<file path="src/rtl/debounce_pulse.sv">
// Push-button debouncer: two-flop synchronizer, four-state qualify FSM,
// one-cycle press strobe, debounced level and wrapping press counter.
module debounce_pulse #(
  parameter int DB_CYCLES = 4,
  parameter int CNT_W     = 8
) (
  input  logic             clk,
  input  logic             nRst,
  input  logic             iBtn,
  output logic             oPulse,
  output logic             oLevel,
  output logic [CNT_W-1:0] oCount
);

  localparam int DW = $clog2(DB_CYCLES) + 1;
  localparam logic [DW-1:0] DB_LAST = DW'(DB_CYCLES - 1);

  typedef enum logic [1:0] {
    IDLE = 2'd0,
    PCHK = 2'd1,
    HELD = 2'd2,
    RCHK = 2'd3
  } state_t;

  state_t           state_q, state_d;
  logic [DW-1:0]    db_cnt_q, db_cnt_d;
  logic             s1_q, s1_d;
  logic             s2_q, s2_d;
  logic             pulse_q, pulse_d;
  logic             level_q, level_d;
  logic [CNT_W-1:0] count_q, count_d;

  always_ff @(posedge clk or negedge nRst) begin
    if (!nRst) begin
      state_q  <= IDLE;
      db_cnt_q <= '0;
      s1_q     <= 1'b0;
      s2_q     <= 1'b0;
      pulse_q  <= 1'b0;
      level_q  <= 1'b0;
      count_q  <= '0;
    end else begin
      state_q  <= state_d;
      db_cnt_q <= db_cnt_d;
      s1_q     <= s1_d;
      s2_q     <= s2_d;
      pulse_q  <= pulse_d;
      level_q  <= level_d;
      count_q  <= count_d;
    end
  end

  always_comb begin
    s1_d     = iBtn;
    s2_d     = s1_q;
    state_d  = state_q;
    db_cnt_d = db_cnt_q;
    pulse_d  = 1'b0;
    count_d  = count_q;

    case (state_q)
      IDLE: begin
        if (s2_q) begin
          state_d  = PCHK;
          db_cnt_d = '0;
        end
      end
      PCHK: begin
        if (!s2_q) begin
          state_d = IDLE;
        end else if (db_cnt_q == DB_LAST) begin
          // press accepted: strobe and count land on the same edge
          state_d = HELD;
          pulse_d = 1'b1;
          count_d = count_q + CNT_W'(1);
        end else begin
          db_cnt_d = db_cnt_q + DW'(1);
        end
      end
      HELD: begin
        if (!s2_q) begin
          state_d  = RCHK;
          db_cnt_d = '0;
        end
      end
      RCHK: begin
        if (s2_q) begin
          state_d = HELD;
        end else if (db_cnt_q == DB_LAST) begin
          state_d = IDLE;
        end else begin
          db_cnt_d = db_cnt_q + DW'(1);
        end
      end
      default: state_d = IDLE;
    endcase

    // registered from next state so the level tracks the FSM with no extra lag
    level_d = (state_d == HELD) || (state_d == RCHK);
  end

  assign oPulse = pulse_q;
  assign oLevel = level_q;
  assign oCount = count_q;

endmodule

</file>
<file path="config.mk">
export PLATFORM = sky130hd
export DESIGN_NAME = debounce_pulse
export DESIGN_NICKNAME = d
export VERILOG_FILES = /design/src/rtl/debounce_pulse.sv
export SDC_FILE = /design/constraint.sdc
export NUM_CORES = 1
export LEC_CHECK = 0
export ABC_AREA = 1
export CAP_MARGIN = 20
export CORE_MARGIN = 5
export CORE_UTILIZATION = 41
export CTS_CLUSTER_DIAMETER = 150
export CTS_CLUSTER_SIZE = 28
export DETAILED_ROUTE_END_ITERATION = 12
export PLACE_DENSITY = 0.76
export SLEW_MARGIN = 0
export SYNTH_ARGS = -nofsm -noshare
export SYNTH_HDL_FRONTEND = slang
export SYNTH_SLANG_ARGS = --single-unit
</file>
<file path="constraint.sdc">
create_clock -name clk -period 1.3 [get_ports clk]
set_input_delay 0.26 -clock clk [delete_from_list [all_inputs] [get_ports clk]]
set_output_delay 0.26 -clock clk [all_outputs]
set_load 0.02 [all_outputs]
</file>
==> metrics.txt, run 1 <==
Sum Neg Setup Slack=-66.64 ps; CTS tree=done; Iteration-0 DRC Markers=18; routed len/inst=11.10 um; final hold viol count=0; FF/Latch Area=400.4 um^2; syn nets=84; fmax=753.2 MHz; multi-input logic area=296.5 um^2; Total GRT Usage=12.45%; Post-Route Utilization=60.89%; Arr. time, crit path=1520 ps; cells taking the most area after synthesis=dfrtp_1, nand2_1, inv_1, ha_1, xnor2_1; min cycle time layout=1328 ps; router iterations before antenna repair=4; maximum VDD drop=0.8874 mV; Final ANT Viol Nets=0; PD cells=1455 nW/um^2; antenna violations before repair=0; Final Non-Filler Cells=126; final wirelength=1.399 mm; Hold WC Path Type=in2async; vias=592; setup ws final=-27.73 ps; Slew Viols, Final=0; hold slack=276.8 ps; worst path required time=1490 ps; fin crit share=102.1%; final setup fails=5; CTS Root Buffer Type=clkbuf_4; Placed Cells=118; skew final=1.631 ps; RSZ-0062 raised after global routing=yes; Worst Setup Path Type=reg2reg; clock sinks=16; Mapped Area=710.7 um^2; first-pass GRT wire length=2.387 mm; largest area contributor in the netlist=dfrtp_1; clk buf depth=2; Num CTS Buffers=3; violated checks=setup timing; Placement Rows=15; count leader, synth=nand2_1; Max-Cap Viols=0; sequential area share after synthesis=56.34%; Die H=51.64 um; Via density=4.698; GRT overflow=0; Worst-Margin Slew=234.5 ps; Synth Flop Type=dfrtp_1; # port buffers=12; I/O pin cnt=13; Startpoint Class=flip-flop; routability cong.=0.7788; post-layout instance area=1028 um^2; CP max FO=6; register bit total from synthesis=16; Worst-path clk slew=90 ps; Initial Utilization=42.07%; Pleak=0.5691 nW; Post-DP HPWL=964.5 um; # diodes=0; Mapped Cells=78; top cell type's share of synthesized area=56.34%; Post-synth EDFFs=0; post-place instance area=930.9 um^2; Final #Nets=116; vias in the first global route=565; Area Overhead vs Synth=44.72%; CTS H-tree lvls=1; Slew HR=84.31%; Die Area=2666 um^2; fraction of registers with async set/reset=100.0%; DRC Markers=0; Post-synth top cells=nand2_1, dfrtp_1, inv_1; Worst setup EP type=flip-flop; Yosys warning total=0; Syn Area/Cell=9.111 um^2; layout cells sized above 1=26.61%; die width=51.64 um; Cell variety after synth=13; area of the core=1689 um^2; largest net degree at the start of global routing=17; status=finished, violations left; Filler Cells Inserted=138; clock latency on the worst-skew pair=280 ps
## path summary, 6_finish.rpt
check                                         to  slack, ps  cells after the start                    start
setup / recovery           oCount[7]$_DFFE_PN0P_        -30                      8  db_cnt_q[1]$_DFFE_PN0P_
hold / removal              state_q[0]$_DFF_PN0_        280                      2                     nRst
setup reg to reg           oCount[7]$_DFFE_PN0P_        -30                      8  db_cnt_q[1]$_DFFE_PN0P_
hold reg to reg                   s2_q$_DFF_PN0_        360                      0           s1_q$_DFF_PN0_
max in group asynchronous  oCount[7]$_DFFE_PN0P_        840                      2                     nRst
min in group clk                  s2_q$_DFF_PN0_        360                      0           s1_q$_DFF_PN0_
## what timing repair did
item                       4_1_cts  5_1_grt
setup endpoints to repair       19       13
pin swaps                        5        3
setup buffers                    3        1
hold buffers                     0        0
hold endpoints to repair         0        0
gates resized for setup         20        9
## through the flow
stage | setup slack (ps) | power (mW)
2_1_floorplan | 26.08 | 0.8711
3_3_place_gp | -32.59 | 1.059
3_5_place_dp | -62.10 | 1.082
4_1_cts | 3.471 | 1.465
5_1_grt | -124.1 | 1.609
6_report | -27.73 | 1.497
## registers in the layout (all words and copies together), names as in the netlist
name      cells
oCount        8
db_cnt_q      3
oLevel        1
oPulse        1
s1_q          1
s2_q          1
state_q       1
## layout make-up
class	instances	area share, %
Sequential cell	16	38.93
Multi-Input combinational cell	49	28.83
Timing Repair Buffer	28	22.26
Tap cell	17	2.068
Inverter	12	4.380
Clock buffer	4	3.528
## worst max-delay path, cell delays in order (launching register included)
cell	delay [ps]
dfrtp_1	370
ha_2	210
ha_4	160
nand2_4	50
nor2_4	110
buf_6	130
nand4_1	100
nand2_1	80
inv_1	40
## report_power, final
part | total [mW] | internal [mW] | switching (mW)
clock network | 0.324 | 0.171 | 0.153
logic | 0.521 | 0.247 | 0.275
registers | 0.652 | 0.589 | 0.0630
total | 1.50 | 1.01 | 0.491
## cells by family after synthesis
| logic type | count (synthesis) | synth area share (%) |
|---|---|---|
| AOI/OAI and AO/OA | 5 | 3.521 |
| xor gates and xnor gates | 4 | 4.930 |
| DFF | 16 | 56.34 |
| buffers and inverters | 13 | 7.922 |
| adders and majority gates | 3 | 5.282 |
| and+or+nand+nor | 37 | 22.01 |
## cell usage in the layout (no fill, tap or decap), drive strengths merged
cell type	n
xnor2	3
clkbuf	5
nand3	4
clkdlybuf4s15	1
o21ai	5
xor2	1
clkdlybuf4s50	2
nor2	4
dfrtp	16
inv	12
buf	16
nand2	27
dlygate4sd2	8
ha	3
nand4	2
## layer usage
metal | share of wire [%] | up-vias | GRT usage [%]
met2 | 51 | 10 | 21.40
met1 | 43 | 271 | 13.35
met4 | 2.9 | 0 | 10.04
li1 | - | 307 | -
met5 | 0 | - | 0
met3 | 3.0 | 4 | 2.006
(Power assumes the default switching activity.)
==> run 2, diff against run 1 <==
==> constraint.sdc (replaced) <==
create_clock -name clk -period 1.3 [get_ports clk]
set_input_delay 0.26 -clock clk [delete_from_list [all_inputs] [get_ports clk]]
set_output_delay 0.26 -clock clk [all_outputs]
set_load 0.05 [all_outputs]
==> metrics.txt, run 2 (synthesis results as in run 1) <==
vias in the first global route=589; RSZ-0062 raised after global routing=yes; Die Area=2666 um^2; final setup fails=4; setup ws final=-17.15 ps; FF-to-FF setup slack=-20 ps; Post-Route Utilization=65.93%; first-pass GRT wire length=2.415 mm; Pleak=0.5478 nW; Flop pwr share=41.3%; Total GRT Usage=12.26%; violated checks=setup timing; min cycle time layout=1317 ps; CTS H-tree lvls=1; r2r startpoint=db_cnt_q[1]$_DFFE_PN0P_; status=finished, violations left; I/O pin cnt=13; Via density=4.933; # diodes=0; largest net degree at the start of global routing=17; Die H=51.64 um; Largest register FFs=8; Clock Power Share=18.9%; Filler Cells Inserted=114; Post-Place Setup Slack=-89.06 ps; fin crit share=101.3%; max incr delay on CP=410 ps; vias=587; Area Overhead vs Synth=56.69%; Slew Viols, Final=0; Sw Pwr=0.6078 mW; final wirelength=1.408 mm; CTS Root Buffer Type=clkbuf_4; Post-DP HPWL=982.6 um; CTS tree=done; cell mode on critical path=ha_4; switching share of total power=35.43%; Worst-path clk slew=100 ps; Num CTS Buffers=3; die width=51.64 um; Worst-Margin Slew=248.8 ps; Worst setup EP type=flip-flop; DRC Markers=0; RR Endpoint=oCount[4]$_DFFE_PN0P_; CP cell instances=ha_4, ha_4, nand2_4, nor2_4, buf_6, nand2_2, xnor2_2; routed len/inst=11.83 um; Final ANT Viol Nets=0; Slew HR=83.42%; Iteration-0 DRC Markers=9; worst path required time=1470 ps; clk buf depth=2; final hold viol count=0; skew final=3.587 ps; Hold WC Path Type=in2async; Comb power frac=39.7%; antenna violations before repair=0; maximum VDD drop=1.184 mV; routability cong.=0.7842; Startpoint Class=flip-flop; slowest CP cell=dfrtp_1; layout cells sized above 1=36.27%; PD cells=1540 nW/um^2; router iterations before antenna repair=4; most common cell after layout, fill and taps aside=nand2_1; Worst Setup Path Type=reg2reg; Max-Cap Viols=0; clock latency on the worst-skew pair=280 ps; Placement Rows=15; area of the core=1689 um^2; Final #Nets=109; Arr. time, crit path=1480 ps; R2R depth=7; GRT overflow=0; clock sinks=16; Initial Utilization=42.07%; commonest non-fill, non-tap cells in the layout=nand2_1, dfrtp_1, inv_1, buf_12, buf_4; # port buffers=12; fmax=759.2 MHz; Pint=1.108 mW; CP max FO=7
run 2: cell types whose count changed in the layout (fill, tap and decap cells not counted), moves of 2 or more:
cell / change
nand2_2: +2
nand2_1: -2
dlygate4sd2_1: -8
buf_4: -7
dfrtp_2: +4
buf_12: +10
dfrtp_1: -4
run 2: cell type report:
| type | count | area [um^2] | share of cell area (%) |
|---|---|---|---|
| clock buffer | 4 | 36.28 | 3.258 |
| inverter | 12 | 45.04 | 4.045 |
| multi-input combinational | 49 | 314.1 | 28.20 |
| sequential | 16 | 405.4 | 36.40 |
| tap | 17 | 21.27 | 1.910 |
| timing repair buffer | 21 | 291.5 | 26.18 |
run 2: routing by layer:
| layer | vias up | track usage, % | share of wire, % |
|---|---|---|---|
| met3 | 4 | 2.579 | 5.2 |
| met5 | - | 0 | 0 |
| li1 | 287 | - | - |
| met2 | 14 | 19.49 | 48 |
| met4 | 0 | 8.734 | 2.2 |
| met1 | 282 | 14.63 | 45 |
run 2: how the worst max path moves through the flow:
stage,from,endpoint,slack [ps]
after floorplan,db_cnt_q[0]$_DFFE_PN0P_,oCount[7]$_DFFE_PN0P_,20
after global placement,db_cnt_q[0]$_DFFE_PN0P_,db_cnt_q[0]$_DFFE_PN0P_,-30
after detailed placement,db_cnt_q[0]$_DFFE_PN0P_,db_cnt_q[0]$_DFFE_PN0P_,-90
after CTS,db_cnt_q[1]$_DFFE_PN0P_,oCount[5]$_DFFE_PN0P_,-10
after global routing,db_cnt_q[1]$_DFFE_PN0P_,db_cnt_q[0]$_DFFE_PN0P_,-110
final,db_cnt_q[1]$_DFFE_PN0P_,oCount[4]$_DFFE_PN0P_,-20
run 2: stage by stage:
step           instance area (um^2)  power (mW)  TNS, ps  cells  hold WS, ps
2_1_floorplan                 715.7      0.9644        0     78       -35.59
6_report                       1114       1.715   -47.55    119        278.1
3_5_place_dp                  983.4       1.240   -342.9    111        349.0
4_1_cts                        1089       1.667   -30.41    118        284.0
3_3_place_gp                  983.4       1.214   -58.98    111        333.1
5_1_grt                        1114       1.817   -595.6    119        301.4
run 2: power groups by stage:
stage	clock network, mW	logic, mW	registers [mW]
2_1_floorplan	0	0.162	0.802
3_3_place_gp	0	0.515	0.699
3_5_place_dp	0	0.533	0.706
4_1_cts	0.330	0.638	0.698
5_1_grt	0.353	0.742	0.722
6_report	0.325	0.682	0.709
run 2: what timing repair did:
action                     CTS  global route
resized for setup           14             4
buffers inserted             3             1
hold buffers                 0             0
setup endpoints to repair    7            11
pin swaps                    9             3
run 2: critical path: cells and delay by family, from the launching register on:
kind / cells / cell delay [ps]
xor gates and xnor gates: 1 / 130
buffers and inverters: 1 / 140
adders and majority gates: 2 / 320
and+or+nand+nor: 3 / 210
DFF: 1 / 410
